[src/rtl/pipe_ctrl_pkg.sv]
// rtl/pipe_ctrl_pkg.sv - shared opcodes, ALU codes and control bundle layout
package pipe_ctrl_pkg;

  // RV32I major opcodes
  localparam logic [6:0] OP_LOAD  = 7'b0000011;
  localparam logic [6:0] OP_STORE = 7'b0100011;
  localparam logic [6:0] OP_R     = 7'b0110011;
  localparam logic [6:0] OP_I     = 7'b0010011;
  localparam logic [6:0] OP_BR    = 7'b1100011;
  localparam logic [6:0] OP_JAL   = 7'b1101111;
  localparam logic [6:0] OP_JALR  = 7'b1100111;
  localparam logic [6:0] OP_LUI   = 7'b0110111;
  localparam logic [6:0] OP_AUIPC = 7'b0010111;

  // ALU operation codes; the narrow ALU only implements 0..3 and slt
  localparam logic [3:0] ALU_ADD   = 4'd0;
  localparam logic [3:0] ALU_SUB   = 4'd1;
  localparam logic [3:0] ALU_AND   = 4'd2;
  localparam logic [3:0] ALU_OR    = 4'd3;
  localparam logic [3:0] ALU_XOR   = 4'd4;
  localparam logic [3:0] ALU_SLT   = 4'd5;
  localparam logic [3:0] ALU_SLTU  = 4'd6;
  localparam logic [3:0] ALU_SLL   = 4'd7;
  localparam logic [3:0] ALU_SRL   = 4'd8;
  localparam logic [3:0] ALU_SRA   = 4'd9;
  localparam logic [3:0] ALU_PASSB = 4'd10;

  // Immediate formats
  localparam logic [2:0] IMM_I = 3'd0;
  localparam logic [2:0] IMM_S = 3'd1;
  localparam logic [2:0] IMM_B = 3'd2;
  localparam logic [2:0] IMM_J = 3'd3;
  localparam logic [2:0] IMM_U = 3'd4;

  // Write-back result select
  localparam logic [1:0] RESULT_ALU = 2'd0;
  localparam logic [1:0] RESULT_MEM = 2'd1;
  localparam logic [1:0] RESULT_PC4 = 2'd2;

  // Full bundle produced in D and held in the ID/EX register
  typedef struct packed {
    logic       reg_write;
    logic       mem_write;
    logic [1:0] result_src;
    logic [3:0] alu_ctrl;
    logic       alu_src;
    logic       alu_a_pc;
    logic       branch;
    logic       jump;
    logic       jalr;
    logic [2:0] funct3;
  } ctrl_t;

  // Subset carried into M
  typedef struct packed {
    logic       reg_write;
    logic       mem_write;
    logic [1:0] result_src;
  } mem_ctrl_t;

  // Subset carried into W
  typedef struct packed {
    logic       reg_write;
    logic [1:0] result_src;
  } wb_ctrl_t;

  // Arithmetic/logic op for R-type and I-ALU; only R-type can select sub
  function automatic logic [3:0] alu_arith(input logic [2:0] f3, input logic f7b5,
                                           input logic is_r);
    logic [3:0] code;
    case (f3)
      3'b000:  code = (is_r && f7b5) ? ALU_SUB : ALU_ADD;
      3'b001:  code = ALU_SLL;
      3'b010:  code = ALU_SLT;
      3'b011:  code = ALU_SLTU;
      3'b100:  code = ALU_XOR;
      3'b101:  code = f7b5 ? ALU_SRA : ALU_SRL;
      3'b110:  code = ALU_OR;
      default: code = ALU_AND;
    endcase
    return code;
  endfunction

  // Whether an ALU code is implemented by an ALU of the given control width
  function automatic logic alu_code_ok(input logic [3:0] code, input int aluc_w);
    return (aluc_w >= 4) || (code <= ALU_OR) || (code == ALU_SLT);
  endfunction

endpackage

[src/rtl/ctrl_decode.sv]
// rtl/ctrl_decode.sv - combinational D-stage decode of op/funct3/funct7b5
module ctrl_decode
  import pipe_ctrl_pkg::*;
#(
  parameter int ALUC_W      = 3,
  parameter int IMMS_W      = 2,
  parameter int BRANCH_FULL = 1
) (
  input  logic [6:0] op,
  input  logic [2:0] funct3,
  input  logic       funct7b5,
  output ctrl_t      ctrl,
  output logic [2:0] imm_src,
  output logic       illegal
);

  ctrl_t      raw;
  logic [2:0] raw_imm;
  logic       bad;

  // Decode the opcode, then zero the whole bundle if anything is unsupported
  always_comb begin
    raw        = '0;
    raw.funct3 = funct3;
    raw_imm    = IMM_I;
    bad        = 1'b0;
    case (op)
      OP_LOAD: begin
        raw.reg_write  = 1'b1;
        raw.result_src = RESULT_MEM;
        raw.alu_src    = 1'b1;
        raw.alu_ctrl   = ALU_ADD;
      end
      OP_STORE: begin
        raw.mem_write = 1'b1;
        raw.alu_src   = 1'b1;
        raw.alu_ctrl  = ALU_ADD;
        raw_imm       = IMM_S;
      end
      OP_R: begin
        raw.reg_write = 1'b1;
        raw.alu_ctrl  = alu_arith(funct3, funct7b5, 1'b1);
      end
      OP_I: begin
        raw.reg_write = 1'b1;
        raw.alu_src   = 1'b1;
        raw.alu_ctrl  = alu_arith(funct3, funct7b5, 1'b0);
      end
      OP_BR: begin
        raw.branch   = 1'b1;
        raw.alu_ctrl = ALU_SUB;
        raw_imm      = IMM_B;
        if (funct3[2:1] == 2'b01) bad = 1'b1;
        if ((BRANCH_FULL == 0) && funct3[2]) bad = 1'b1;
      end
      OP_JAL: begin
        raw.reg_write  = 1'b1;
        raw.jump       = 1'b1;
        raw.result_src = RESULT_PC4;
        raw_imm        = IMM_J;
      end
      OP_JALR: begin
        raw.reg_write  = 1'b1;
        raw.jump       = 1'b1;
        raw.jalr       = 1'b1;
        raw.alu_src    = 1'b1;
        raw.alu_ctrl   = ALU_ADD;
        raw.result_src = RESULT_PC4;
      end
      OP_LUI: begin
        raw.reg_write = 1'b1;
        raw.alu_src   = 1'b1;
        raw.alu_ctrl  = ALU_PASSB;
        raw_imm       = IMM_U;
        if (IMMS_W < 3) bad = 1'b1;
      end
      OP_AUIPC: begin
        raw.reg_write = 1'b1;
        raw.alu_src   = 1'b1;
        raw.alu_a_pc  = 1'b1;
        raw.alu_ctrl  = ALU_ADD;
        raw_imm       = IMM_U;
        if (IMMS_W < 3) bad = 1'b1;
      end
      default: bad = 1'b1;
    endcase
    if (!alu_code_ok(raw.alu_ctrl, ALUC_W)) bad = 1'b1;
  end

  assign illegal = bad;
  assign ctrl    = bad ? '0 : raw;
  assign imm_src = bad ? IMM_I : raw_imm;

endmodule

[src/rtl/pipe_control.sv]
// rtl/pipe_control.sv - pipelined RV32I control: decode, E/M/W registers, branch resolve
module pipe_control
  import pipe_ctrl_pkg::*;
#(
  parameter int ALUC_W      = 3,
  parameter int IMMS_W      = 2,
  parameter int BRANCH_FULL = 1
) (
  input  logic              clk,
  input  logic              rst_n,
  input  logic [6:0]        op_d,
  input  logic [2:0]        funct3_d,
  input  logic              funct7b5_d,
  input  logic              stall_e,
  input  logic              flush_e,
  input  logic              zero_e,
  input  logic              lt_e,
  input  logic              ltu_e,
  output logic [IMMS_W-1:0] imm_src_d,
  output logic              illegal_d,
  output logic [ALUC_W-1:0] alu_ctrl_e,
  output logic              alu_src_e,
  output logic              alu_a_pc_e,
  output logic              jalr_e,
  output logic              pc_src_e,
  output logic [1:0]        result_src_e,
  output logic              reg_write_m,
  output logic              mem_write_m,
  output logic [1:0]        result_src_m,
  output logic              reg_write_w,
  output logic [1:0]        result_src_w
);

  ctrl_t      dec_ctrl;
  logic [2:0] dec_imm;
  ctrl_t      ex_d, ex_q;
  mem_ctrl_t  mem_d, mem_q;
  wb_ctrl_t   wb_d, wb_q;
  logic       cond_e;

  ctrl_decode #(
    .ALUC_W      (ALUC_W),
    .IMMS_W      (IMMS_W),
    .BRANCH_FULL (BRANCH_FULL)
  ) u_decode (
    .op       (op_d),
    .funct3   (funct3_d),
    .funct7b5 (funct7b5_d),
    .ctrl     (dec_ctrl),
    .imm_src  (dec_imm),
    .illegal  (illegal_d)
  );

  assign imm_src_d = dec_imm[IMMS_W-1:0];

  // ID/EX next value: a flush bubble wins over a stall hold
  always_comb begin
    ex_d = dec_ctrl;
    if (flush_e) begin
      ex_d = '0;
    end else if (stall_e) begin
      ex_d = ex_q;
    end
  end

  // EX/MEM and MEM/WB simply take the previous stage every cycle
  always_comb begin
    mem_d.reg_write  = ex_q.reg_write;
    mem_d.mem_write  = ex_q.mem_write;
    mem_d.result_src = ex_q.result_src;
    wb_d.reg_write   = mem_q.reg_write;
    wb_d.result_src  = mem_q.result_src;
  end

  // Stage registers, all cleared together by reset
  always_ff @(posedge clk or negedge rst_n) begin
    if (!rst_n) begin
      ex_q  <= '0;
      mem_q <= '0;
      wb_q  <= '0;
    end else begin
      ex_q  <= ex_d;
      mem_q <= mem_d;
      wb_q  <= wb_d;
    end
  end

  // Branch condition selected by the funct3 carried into E
  always_comb begin
    case (ex_q.funct3)
      3'b000:  cond_e = zero_e;
      3'b001:  cond_e = !zero_e;
      3'b100:  cond_e = lt_e;
      3'b101:  cond_e = !lt_e;
      3'b110:  cond_e = ltu_e;
      3'b111:  cond_e = !ltu_e;
      default: cond_e = 1'b0;
    endcase
  end

  assign pc_src_e     = ex_q.jump | (ex_q.branch & cond_e);
  assign alu_ctrl_e   = ex_q.alu_ctrl[ALUC_W-1:0];
  assign alu_src_e    = ex_q.alu_src;
  assign alu_a_pc_e   = ex_q.alu_a_pc;
  assign jalr_e       = ex_q.jalr;
  assign result_src_e = ex_q.result_src;
  assign reg_write_m  = mem_q.reg_write;
  assign mem_write_m  = mem_q.mem_write;
  assign result_src_m = mem_q.result_src;
  assign reg_write_w  = wb_q.reg_write;
  assign result_src_w = wb_q.result_src;

endmodule
[config.mk]
export PLATFORM = sky130hd
export DESIGN_NAME = pipe_control
export DESIGN_NICKNAME = d
export VERILOG_FILES = /design/src/rtl/pipe_ctrl_pkg.sv /design/src/rtl/ctrl_decode.sv /design/src/rtl/pipe_control.sv
export SDC_FILE = /design/constraint.sdc
export NUM_CORES = 1
export LEC_CHECK = 0
export CORE_MARGIN = 3
export CORE_UTILIZATION = 43
export CTS_BUF_LIST = sky130_fd_sc_hd__clkbuf_8
export CTS_CLUSTER_SIZE = 14
export DETAILED_ROUTE_END_ITERATION = 10
export HOLD_SLACK_MARGIN = 0.05
export PLACE_DENSITY = 0.74
export SETUP_SLACK_MARGIN = 0.4
export SLEW_MARGIN = 20
export SYNTH_ARGS = -nofsm -noshare
export SYNTH_HDL_FRONTEND = slang
export SYNTH_SLANG_ARGS = --single-unit
[constraint.sdc]
create_clock -name clk -period 1.7 [get_ports clk]
set_input_delay 0.34 -clock clk [delete_from_list [all_inputs] [get_ports clk]]
set_output_delay 0.34 -clock clk [all_outputs]
set_load 0.01 [all_outputs]
After elaboration in Yosys (flattened, before gate mapping). Cells that the tools add are included.

Bits in read-only memories: 0. Logic and storage cells: 74. Latch bits: 0. Output and inout port bits: 19. Memories: 0. Register bits: 22. RAM bits: 0. Input bits: 18.

Add/subtract/negate cells: 0. $mul: 0. Bitwise gates (word level): 2. Muxes and demuxes: 22. Equal/unequal tests: 23. $lt $le $gt $ge: 1. Div/mod/pow operators: 0. Reduce and logical (&&, ||, !) cells: 11. Shift operators: 0.

Operator list (count): $pmux W4 S7 (2); $mux W16 (3); $eq A3 B3 Y1 const B (7); $eq A7 B6 Y1 const B (3); $eq A7 B7 Y1 const B (3); $pmux W4 S4 (1); $eq A7 B5 Y1 const B (2); $reduce_or A6 Y1 (2); $mux W1 (11); $pmux W2 S4 (1); $eq A7 B2 Y1 const B (1); $reduce_or A7 Y1 (1); $eq A3 B1 Y1 const B (2); $eq A3 B2 Y1 const B (2); $logic_not A3 Y1 (2); $pmux W1 S6 (1); $eq A4 B3 Y1 const B (1); $le A4 B2 Y1 const B (1); $pmux W2 S2 (1); $reduce_or A2 Y1 (2); $logic_not A1 Y1 (3); $eq A2 B1 Y1 const B (1); $mux W2 (1); $ne A2 B1 Y1 const B (1); 4 further kinds (4).

Logic depth before layout (Yosys ltp). Gate-level depths: netlist of the first run.

Depth in word-level cells: 9. Gate-level depth with buffers: 7. Mapped depth without buffers: 5.

By module. A second synthesis of the first run with hierarchy kept.

Cell total of the unflattened synthesis: 124. Area total of the unflattened synthesis: 1263.7 um^2.

By module, submodules not included: pipe_control (area each 877.1 um^2, times used 1, cells each 66); ctrl_decode (area each 386.6 um^2, times used 1, cells each 58).

Worst setup path after synthesis of the first run. Ideal clock, no wire load.

Kind: input port to output port. From: input port op_d[3]. To: output port illegal_d. Arrival time: 1505 ps. Buffers on the path: 0. Stages on the path: 5. Setup slack: -145 ps. Path through: nand3b_1 -> nor2_1 -> nand3_1 -> a21oi_2 -> or2_2.

Cells in the longest elaborated chain, start to end: 5. Elaborated cells between the ends (all ways): 15. Classes of those cells: 1 x order compare; 9 x eq/ne; 3 x mux; 2 x reduce/logical.

Ends and longest elaborated chain: start, declared (line pipe_control.sv:11) `input logic [6:0] op_d,`; $eq A7 B6 Y1, or another cell as far along (line ctrl_decode.sv:27) `case (op)`; $pmux W4 S4 (line ctrl_decode.sv:27); $le A4 B2 Y1 or $eq A4 B3 Y1 (tied branches) (line pipe_ctrl_pkg.sv:86) `return (aluc_w >= 4) || (code <= ALU_OR) || (code == ALU_SLT);`; $logic_or A1 B1 Y1 (line pipe_ctrl_pkg.sv:86); $mux W1 (*) (line ctrl_decode.sv:87) `if (!alu_code_ok(raw.alu_ctrl, ALUC_W)) bad = 1'b1;`; end, declared (line pipe_control.sv:20) `output logic illegal_d,`.

Mark *: on every way between the ends. The rest lies on a longest branch, timed or not.

Worst setup path in the final report of the first run.
From: input port funct3_d[2]. To: output port illegal_d.

Cells in the longest elaborated chain, start to end: 6. Elaborated cells between the ends (all ways): 17. Classes of those cells: 1 x order compare; 8 x eq/ne; 6 x mux; 2 x reduce/logical.

Ends and longest elaborated chain: start, declared (line pipe_control.sv:12) `input logic [2:0] funct3_d,`; $eq A3 B3 Y1, or another cell as far along (line pipe_ctrl_pkg.sv:71) `case (f3)`; $pmux W4 S7 (line pipe_ctrl_pkg.sv:71); $pmux W4 S4 (line ctrl_decode.sv:27); $le A4 B2 Y1 or $eq A4 B3 Y1 (tied branches) (line pipe_ctrl_pkg.sv:86); $logic_or A1 B1 Y1 (line pipe_ctrl_pkg.sv:86); $mux W1 (*) (line ctrl_decode.sv:87).

Marked as above.

==> reports/metrics.yaml, run 1 <==
global_routing:
  grt_pass1_wl_mm: 6.09
  antenna_found_initial: 0
  grt_pass1_vias: 1298
  grt_overflow: 0
  grt_use_total_pct: 23.7
  grt_max_degree: 23
drt:
  drtIter0Drc: 76
  vias_per_cell: 5.80
  vias: 1317
  drt_wl_total_mm: 4.41
  drc_errors: 0
  drt-pass1-iter-count: 5
  wl_per_cell_um: 19.4
  ant_nets: 0
synthesis:
  async_reset_ff_share_pct: 100
  syn_area_mm2: 0.00119
  yosysTopAreaCellShare_pct: 46.4
  synth_warnings: 0
  synth_nets: 137
  synthFlopType: "dfrtp_1"
  yosys.cell_types.count: 41
  ys_seq_area_share_pct: 46.4
  syn_avg_cell_area_um2: 9.98
  netlist_top_cells_area: "dfrtp_1, nand2_1, o31ai_1, buf_4, a21oi_1"
  yosys.area.top_type: "dfrtp_1"
  ys_ff_latch: 22
  synthesis.instances: 119
  synth_edf_count: 0
floorplanning:
  start_util_pct: 46.7
  die_y_um: 58.6
  dieArea_mm2: 0.00343
  die_x_um: 58.6
  core_area_mm2: 0.00254
  fp-row-count: 18
  ios: 37
worst_setup_path:
  path_class: "input port to output pin"
  timing.rr.start: "ex_q[2]$_DFFE_PN0P_"
  r2r_end: "ex_q[2]$_DFFE_PN0P_"
  cpPeakStageDelay_ns: 0.30
  crit_path_end: "illegal_d"
  cp_data_arrival_time_ns: 1.61
  worstPathMaxFanout: 3
  critPathMostFrequentCell: "buf_6"
  crit_path_end_kind: "output pin"
  worstPathRequired_ns: 1.36
  critical-path-top-delay-family: "simple AND/OR/NAND/NOR gates"
  crit_start: "funct3_d[2]"
  reg2regPathDepth: 4
  crit_slowest_cell: "mux2_4"
  crit_buf_inv: 2
  cp_cell_sequence: "buf_6 > mux2_4 > o2111ai_4 > and2_4 > a21oi_4 > or2_4 > buf_6"
  startpoint_type: "input port"
  path_depth: 7
  rrSetupSlack_ns: 0.76
placement:
  place_congestion: 0.936
  dp_hpwl_mm: 2.51
  dpl.cell_count: 210
  numPortBuffers: 36
worst_hold_path:
  hp-start: "ex_q[14]$_DFFE_PN0P_"
  worstHoldPathType: "flip-flop to flip-flop"
clock_tree:
  worstSkewPairLatency_ns: 0.27
  clk_pin_slew_ns: 0.09
  clockRootBuffer: "clkbuf_8"
  clk_path_buf_depth: 2
  htree_levels: 1
  cts_made_buffers: 3
  cts.sinks: 22
  cts_tree: "yes"
sta:
  period_minus_slack_ns: 1.95
  holdWs_ns: 0.389
  setup_viol: 11
  setup_slack_ns: -0.246
  rsz0062_at_grt: "true"
  tightest_slew_ns: 0.455
  finalMaxSlewViolations: 0
  fin_crit_sh_pct: 114
  max_freq_ghz: 0.514
  maxSlewHeadroom_pct: 69.5
  fin_skew_ns: 0.00103
  hold_violations: 0
pwr:
  leakage_nw: 1.08
  peakVddDrop_v: 0.000490
  total_power_w: 0.00126
  p_per_area_mw_per_mm2: 568
flow_run:
  max_cap_viol_count: 0
cells_and_area:
  antenna_cells: 0
  final_nets: 216
  drive_gt1_share_pct: 50.3
  syn_to_final_growth_pct: 87.1
  instances_no_fill: 227
outcome:
  status: "finished, violations left"
  failed_checks: "setup timing"
-- state kept, by name, indices dropped and copies added (netlist names) --
name	cells
alu_a_pc_e	1
alu_ctrl_e	3
alu_src_e	1
ex_q	7
jalr_e	1
mem_write_m	1
reg_write_m	1
reg_write_w	1
result_src_e	2
result_src_m	2
result_src_w	2
-- routing by layer --
layer  wire length [um]  global-route usage [%]  vias to the layer above
li1                   -                       -                      588
met1               1690                    27.9                      639
met2               2290                    43.1                       71
met3                258                    3.29                       19
met4                162                    9.27                        0
met5                  0                       0                        -
-- final cells by class --
cell class	count	area [um2]
Inverter	4	15.0
Timing Repair Buffer	83	713
Clock inverter	1	30.0
Clock buffer	3	41.3
Multi-Input combinational cell	84	835
Tap cell	30	37.5
Fill cell	112	323
Sequential cell	22	551
-- through the flow --
stage               util, %  setup TNS [ns]  instance area, um2  worst slack [ns]
floorplan                 -         -0.0440                1260           -0.0174
global placement       72.3          -10.82                1840            -0.963
detailed placement     72.3          -11.16                1840            -0.981
CTS                    79.3          -0.416                2020            -0.225
global route           87.3           -1.57                2220            -0.249
finish                 87.3          -0.967                2220            -0.246
-- cells by family after synthesis --
family | count (synthesis) | share of synthesized area (%)
AO/OA/AOI/OAI | 28 | 19.8
AND/OR/NAND/NOR | 51 | 23.4
buffers and inverters | 13 | 6.43
flip-flops | 22 | 46.4
XOR/XNOR | 3 | 2.21
multiplexers | 2 | 1.79
-- how the worst min path moves through the flow --
stage / end / slack [ns] / cells past startpoint
6_report: mem_write_m$_DFF_PN0_ / 0.39 / 0
3_3_place_gp: result_src_w[1]$_DFF_PN0_ / 0.36 / 0
3_5_place_dp: reg_write_w$_DFF_PN0_ / 0.37 / 0
4_1_cts: reg_write_w$_DFF_PN0_ / 0.38 / 0
2_1_floorplan: alu_a_pc_e$_DFFE_PN0P_ / 0.04 / 0
5_1_grt: result_src_w[0]$_DFF_PN0_ / 0.40 / 0
-- cells in the mapped netlist (all sizes together), types with 2 or more instances --
cell type	count
inv	4
nand4bb	2
o41ai	2
a22oi	2
and2	2
o21ai	2
dfrtp	22
nand3	4
and3b	2
nor2	6
clkbuf	2
nand2	17
xor2	2
a21oi	7
buf	7
nor2b	4
nand2b	3
o221ai	2
o31ai	7
nor3	4
-- layout by cell type, fill, tap and decap left out, drive strengths merged, types with 2 or more instances in the layout --
master         synthesis  final
o31ai                  7      7
clkdlybuf4s50          0      4
buf                    7     61
nand4bb                2      2
xor2                   2      2
nand2                 17     17
clkdlybuf4s15          0      5
inv                    4      4
o21ai                  2      2
dlygate4sd2            0     13
nor2b                  4      4
nand2b                 3      3
and3b                  2      2
a21oi                  7      7
and2                   2      2
nand3                  4      4
o41ai                  2      2
o221ai                 2      2
nor3                   4      4
clkbuf                 2      3
nor2                   6      6
dfrtp                 22     22
a22oi                  2      2
-- what timing repair did --
item,CTS,global route
resized for setup,108,26
setup buffers,5,8
pin swaps,18,9
hold buffers,0,0
cloned,0,0
endpoints found under the setup margin,34,22
-- where the power goes --
group          switching, W  internal (W)  leakage (nW)
combinational      0.000119      0.000119         0.739
sequential       0.00000100      0.000524         0.307
clock              0.000185      0.000315        0.0357
No activity file was read; power rests on OpenSTA's default activity.
==> inputs of run 2 (changes only) <==
--- a/config.mk
+++ b/config.mk
@@ -6,12 +6,11 @@
 export NUM_CORES = 1
 export LEC_CHECK = 0
 export CORE_MARGIN = 3
-export CORE_UTILIZATION = 43
-export CTS_BUF_LIST = sky130_fd_sc_hd__clkbuf_8
+export CORE_UTILIZATION = 41
+export CTS_BUF_LIST = sky130_fd_sc_hd__clkbuf_16
 export CTS_CLUSTER_SIZE = 14
 export DETAILED_ROUTE_END_ITERATION = 10
-export HOLD_SLACK_MARGIN = 0.05
-export PLACE_DENSITY = 0.74
+export PLACE_DENSITY = 0.71
 export SETUP_SLACK_MARGIN = 0.4
 export SLEW_MARGIN = 20
 export SYNTH_ARGS = -nofsm -noshare
==> reports/metrics.yaml, run 2 (synthesis results as in run 1) <==
drt:
  top_layer: "met4"
  ant_nets: 0  # unchanged
  met1_length_mm: 1.66  # -1.8%
  drtIter0Drc: 71  # -6.6%
  met2_length_mm: 2.33  # +1.5%
  drt-pass1-iter-count: 4  # -1
  wl_per_cell_um: 19.2  # -0.91%
  drt_wl_total_mm: 4.31  # -2.2%
  vias_per_cell: 5.78  # -0.43%
  vias: 1294  # -1.7%
  drc_errors: 0  # unchanged
  wl_met3_um: 233  # -9.7%
sta:
  hold_violations: 0  # unchanged
  finalMaxSlewViolations: 0  # unchanged
  setup_viol: 11  # unchanged
  setup-tns-final_ns: -1.06  # -0.0958 ns
  rsz0062_at_grt: "true"
  fin_skew_ns: 0.000253  # -0.000777 ns
  fin_crit_sh_pct: 111  # -3.3 points
  period_minus_slack_ns: 1.89  # -0.0564 ns
  setup_slack_ns: -0.189  # +0.0564 ns
  max_freq_ghz: 0.529  # +3.0%
  maxSlewHeadroom_pct: 76.6  # +7.1 points
  holdWs_ns: 0.376  # -0.0127 ns
  tightest_slew_ns: 0.347  # -0.108 ns
cells_and_area:
  drive_gt1_share_pct: 49.0  # -1.3 points
  syn_to_final_growth_pct: 85.1
  final_common_cell: "buf_4"
  final_nets: 213  # -1.4%
  final_cell_mix: "buf_4, dfrtp_1, dlygate4sd2_1"
  stdcell_area_mm2: 0.00220  # -1.1%
  regMostFlops: "ex_q"
  antenna_cells: 0  # unchanged
  largest_register_ffs: 7  # unchanged
floorplanning:
  dieArea_mm2: 0.00358  # +4.4%
  start_util_pct: 45.5  # -1.2 points
  die_x_um: 59.8  # +2.2%
  die_y_um: 59.8  # +2.2%
  core_area_mm2: 0.00261  # +2.7%
  ios: 37  # unchanged
  fp-row-count: 18  # unchanged
worst_setup_path:
  path_class: "input port to output pin"
  crit_path_end_kind: "output pin"
  cp_data_arrival_time_ns: 1.55  # -0.06 ns
  worstPathMaxFanout: 3  # unchanged
  crit_buf_inv: 2  # unchanged
  crit_slowest_cell: "mux2_4"
  startpoint_type: "input port"
  critical-path-top-delay-family: "simple AND/OR/NAND/NOR gates"
  critPathMostFrequentCell: "buf_6"
  cp_cell_sequence: "buf_6 > mux2_4 > o2111ai_4 > and2_4 > a21oi_4 > or2_4 > buf_6"
  cpPeakStageDelay_ns: 0.30  # about the same
  worstPathRequired_ns: 1.36  # about the same
pwr:
  total_power_w: 0.00142  # +13%
  peakVddDrop_v: 0.000910  # +86%
  p_per_area_mw_per_mm2: 648  # +14%
  leakage_nw: 1.07  # -0.72%
global_routing:
  grt_max_degree: 23  # unchanged
  grt_pass1_vias: 1175  # -9.5%
  antenna_found_initial: 0  # unchanged
  grt_overflow: 0  # unchanged
  grt_use_total_pct: 21.6  # -2.1 points
  grt_pass1_wl_mm: 5.63  # -7.6%
flow_run:
  max_cap_viol_count: 0  # unchanged
placement:
  dp_slack_ns: -0.985  # -0.00414 ns
  dp_hpwl_mm: 2.46  # -2.2%
  post_dp_cell_area_mm2: 0.00183  # -0.41%
  numPortBuffers: 36  # unchanged
  place_congestion: 0.891  # -4.8%
outcome:
  failed_checks: "setup timing"
  status: "finished, violations left"
clock_tree:
  hold_buffers: 0  # unchanged
  clk_path_buf_depth: 2  # unchanged
  clk_pin_slew_ns: 0.06  # -0.03 ns
  cts_tree: "yes"
  htree_levels: 1  # unchanged
  clockRootBuffer: "clkbuf_16"
  cts.sinks: 22  # unchanged
  worstSkewPairLatency_ns: 0.25  # -0.02 ns
  cts_made_buffers: 3  # unchanged
worst_hold_path:
  worstHoldPathType: "flip-flop to flip-flop"
## run 2: changes by cell type in the layout (fill, tap and decap cells not counted), moves of 2 or more
| cell | delta |
|---|---|
| buf_12 | +2 |
| o31ai_4 | -4 |
| clkbuf_16 | +3 |
| clkbuf_8 | -3 |
| clkdlybuf4s15_1 | -4 |
| buf_2 | -2 |
| buf_4 | -4 |
| dlygate4sd2_1 | +5 |
| o31ai_2 | +3 |
## run 2: per-layer routing
| metal | vias up | GRT usage, % |
|---|---|---|
| met5 | - | 0 |
| li1 | 581 | - |
| met2 | 62 | 36.7 |
| met1 | 640 | 27.1 |
| met4 | 0 | 9.81 |
| met3 | 11 | 2.59 |
## run 2: report_power, final
part | internal, W | leakage, nW | switching [W]
clock network | 0.000467 | 0.0511 | 0.000189
logic | 0.000123 | 0.716 | 0.000118
registers | 0.000525 | 0.307 | 0.000000925
total | 0.00112 | 1.07 | 0.000309
## run 2: path summary, 6_finish.rpt
check                                            from                         to  slack [ns]  cells past startpoint
worst min-delay path            reg_write_m$_DFF_PN0_      reg_write_w$_DFF_PN0_        0.38                      0
max in group asynchronous                       rst_n  result_src_m[0]$_DFF_PN0_        1.03                      2
worst max-delay path                      funct3_d[2]                  illegal_d       -0.19                      7
worst max register to register    ex_q[2]$_DFFE_PN0P_        ex_q[2]$_DFFE_PN0P_        0.79                      4
worst min register to register  reg_write_m$_DFF_PN0_      reg_write_w$_DFF_PN0_        0.38                      0
min in group asynchronous                       rst_n        ex_q[2]$_DFFE_PN0P_        0.45                      2
## run 2: cell type report
class	instances	area, um2
Clock buffer	3	75.1
Clock inverter	1	30.0
Fill cell	138	414
Inverter	4	15.0
Multi-Input combinational cell	84	772
Sequential cell	22	551
Tap cell	30	37.5
Timing Repair Buffer	80	718
## run 2: metrics by stage
stage | utilization, % | instances
3_5_place_dp | 70.1 | 209
2_1_floorplan | - | 119
3_3_place_gp | 70.1 | 209
5_1_grt | 84.1 | 224
4_1_cts | 78.5 | 221
6_report | 84.1 | 224
## run 2: what timing repair did
item / CTS / global route
pin swaps: 19 / 11
setup endpoints to repair: 34 / 18
resized for setup: 110 / 21
buffers inserted: 8 / 3
cloned: 0 / 0
==> inputs of run 3 (changes only) <==
--- a/config.mk
+++ b/config.mk
@@ -5,7 +5,6 @@
 export SDC_FILE = /design/constraint.sdc
 export NUM_CORES = 1
 export LEC_CHECK = 0
-export CORE_MARGIN = 3
 export CORE_UTILIZATION = 41
 export CTS_BUF_LIST = sky130_fd_sc_hd__clkbuf_16
 export CTS_CLUSTER_SIZE = 14
==> reports/metrics.yaml, run 3 (synthesis results as in run 1) <==
outcome:
  status: "finished, violations left"
  failed_checks: "setup timing"
cells_and_area:
  drive_gt1_share_pct: 50.3  # +1.3 points
  antenna_cells: 0  # unchanged
  num-fill-cells: 165  # +20%
  instances_no_fill: 228  # +1.8%
  regMostFlops: "ex_q"
  syn_to_final_growth_pct: 88.0
  largest_register_ffs: 7  # unchanged
  final_nets: 216  # +1.4%
  final_cell_mix: "buf_4, dfrtp_1, buf_6"
  final_common_cell: "buf_4"
drt:
  drt_wl_total_mm: 3.99  # -7.4%
  vias_per_cell: 5.42  # -6.2%
  drc_errors: 0  # unchanged
  vias: 1236  # -4.5%
  top_layer: "met4"
  drt-pass1-iter-count: 4  # unchanged
  met2_length_mm: 2.17  # -6.9%
  drtIter0Drc: 42  # -41%
  wl_met3_um: 124  # -47%
  met1_length_mm: 1.55  # -6.7%
  ant_nets: 0  # unchanged
  wl_per_cell_um: 17.5  # -9.0%
sta:
  fin_crit_sh_pct: 110  # -1.4 points
  finalMaxSlewViolations: 0  # unchanged
  setup_viol: 8  # -3
  maxSlewHeadroom_pct: 65.1  # -12 points
  setup_slack_ns: -0.166  # +0.0231 ns
  holdWs_ns: 0.368  # -0.00861 ns
  hold_violations: 0  # unchanged
  period_minus_slack_ns: 1.87  # -0.0231 ns
  max_freq_ghz: 0.536  # +1.2%
  setup-tns-final_ns: -0.445  # +0.619 ns
  rsz0062_at_grt: "true"
  fin_skew_ns: 0.000859  # +0.000606 ns
  tightest_slew_ns: 0.521  # +0.174 ns
floorplanning:
  die_x_um: 55.8  # -6.7%
  ios: 37  # unchanged
  core_area_mm2: 0.00276  # +5.6%
  die_y_um: 55.8  # -6.7%
  dieArea_mm2: 0.00312  # -13%
  start_util_pct: 43.1  # -2.4 points
  fp-row-count: 19  # +1
global_routing:
  grt_pass1_vias: 1240  # +5.5%
  grt_use_total_pct: 24.6  # +3.0 points
  antenna_found_initial: 0  # unchanged
  grt_max_degree: 23  # unchanged
  grt_overflow: 0  # unchanged
  grt_pass1_wl_mm: 5.89  # +4.7%
clock_tree:
  worstSkewPairLatency_ns: 0.26  # about the same
  htree_levels: 1  # unchanged
  cts_made_buffers: 3  # unchanged
  cts_tree: "yes"
  clk_path_buf_depth: 2  # unchanged
  clk_pin_slew_ns: 0.06  # about the same
  hold_buffers: 0  # unchanged
  clockRootBuffer: "clkbuf_16"
  cts.sinks: 22  # unchanged
worst_setup_path:
  path_class: "input port to output pin"
  critPathMostFrequentCell: "buf_6"
  startpoint_type: "input port"
  r2r_end: "result_src_e[0]$_DFFE_PN0P_"
  crit_slowest_cell: "mux2_4"
  worstPathMaxFanout: 3  # unchanged
  reg2regPathDepth: 3  # -1
  worstPathRequired_ns: 1.36  # about the same
  rrSetupSlack_ns: 0.79  # about the same
  cp_data_arrival_time_ns: 1.53  # -0.02 ns
  cpPeakStageDelay_ns: 0.30  # about the same
  crit_path_end_kind: "output pin"
  timing.rr.start: "result_src_e[0]$_DFFE_PN0P_"
  cp_cell_sequence: "buf_6 > mux2_4 > o2111ai_4 > and2_4 > a21oi_4 > or2_4 > buf_6"
worst_hold_path:
  worstHoldPathType: "flip-flop to flip-flop"
  min_to: "result_src_w[1]$_DFF_PN0_"
  whs_path_depth: 0  # unchanged
  hp-start: "result_src_m[1]$_DFF_PN0_"
pwr:
  peakVddDrop_v: 0.000800  # -12%
  total_power_w: 0.00143  # +0.48%
  p_per_area_mw_per_mm2: 641  # -1.0%
  leakage_nw: 1.08  # +0.78%
placement:
  dpl.cell_count: 212  # +1.4%
  dp_hpwl_mm: 2.38  # -3.4%
  numPortBuffers: 36  # unchanged
  place_congestion: 0.872  # -2.2%
flow_run:
  max_cap_viol_count: 0  # unchanged
[run 3: cell count changes in the layout (fill, tap and decap cells not counted), sizes merged]
cell,before,now
buf,58,61
clkdlybuf4s15,1,2
clkdlybuf4s50,3,4
dlygate4sd2,18,16
[run 3: stage by stage]
stage               setup WS (ns)  instance area, um2  utilization (%)
floorplan                 -0.0174                1260                -
global placement           -0.988                1850             67.0
detailed placement         -0.972                1850             67.0
CTS                        -0.205                2100             76.1
global route               -0.218                2230             80.9
finish                     -0.166                2230             80.9
[run 3: what timing repair did]
action / 4_1_cts / 5_1_grt
setup buffers: 7 / 4
cloned: 0 / 1
gates resized for setup: 116 / 21
setup endpoints to repair: 33 / 19
pin swaps: 16 / 11
[run 3: worst max-delay path, delay by kind of cell]
family	cells	cell delay, ns
buf+inv	2	0.21
compound gates	2	0.24
mux	1	0.30
simple gates	2	0.43
[run 3: area by class of cell]
class	count	area (um2)	share of cell area [%]
clock buffer	3	75.1	3.36
clock inverter	1	30.0	1.35
inverter	4	15.0	0.673
multi-input combinational	84	782	35.0
sequential	22	551	24.7
tap	31	38.8	1.74
timing repair buffer	83	741	33.2
[run 3: worst max path at each step]
| stage | startpoint | to | cells past startpoint | slack, ns |
|---|---|---|---|---|
| 6_report | funct3_d[2] | illegal_d | 7 | -0.17 |
| 5_1_grt | funct3_d[2] | illegal_d | 7 | -0.22 |
| 4_1_cts | funct3_d[2] | illegal_d | 7 | -0.20 |
| 3_5_place_dp | op_d[0] | illegal_d | 7 | -0.97 |
| 3_3_place_gp | funct3_d[2] | imm_src_d[1] | 7 | -0.99 |
| 2_1_floorplan | op_d[4] | alu_src_e$_DFFE_PN0P_ | 6 | -0.02 |
[run 3: power by group]
group          internal, W  total (W)  switching [W]
registers         0.000525   0.000526    0.000000954
clock network     0.000468   0.000663       0.000195
logic             0.000130   0.000242       0.000113
[run 3: metal layers]
layer | track usage [%] | vias up
met3 | 2.79 | 11
met1 | 28.7 | 605
li1 | - | 578
met4 | 11.1 | 0
met5 | 0 | -
met2 | 45.1 | 42
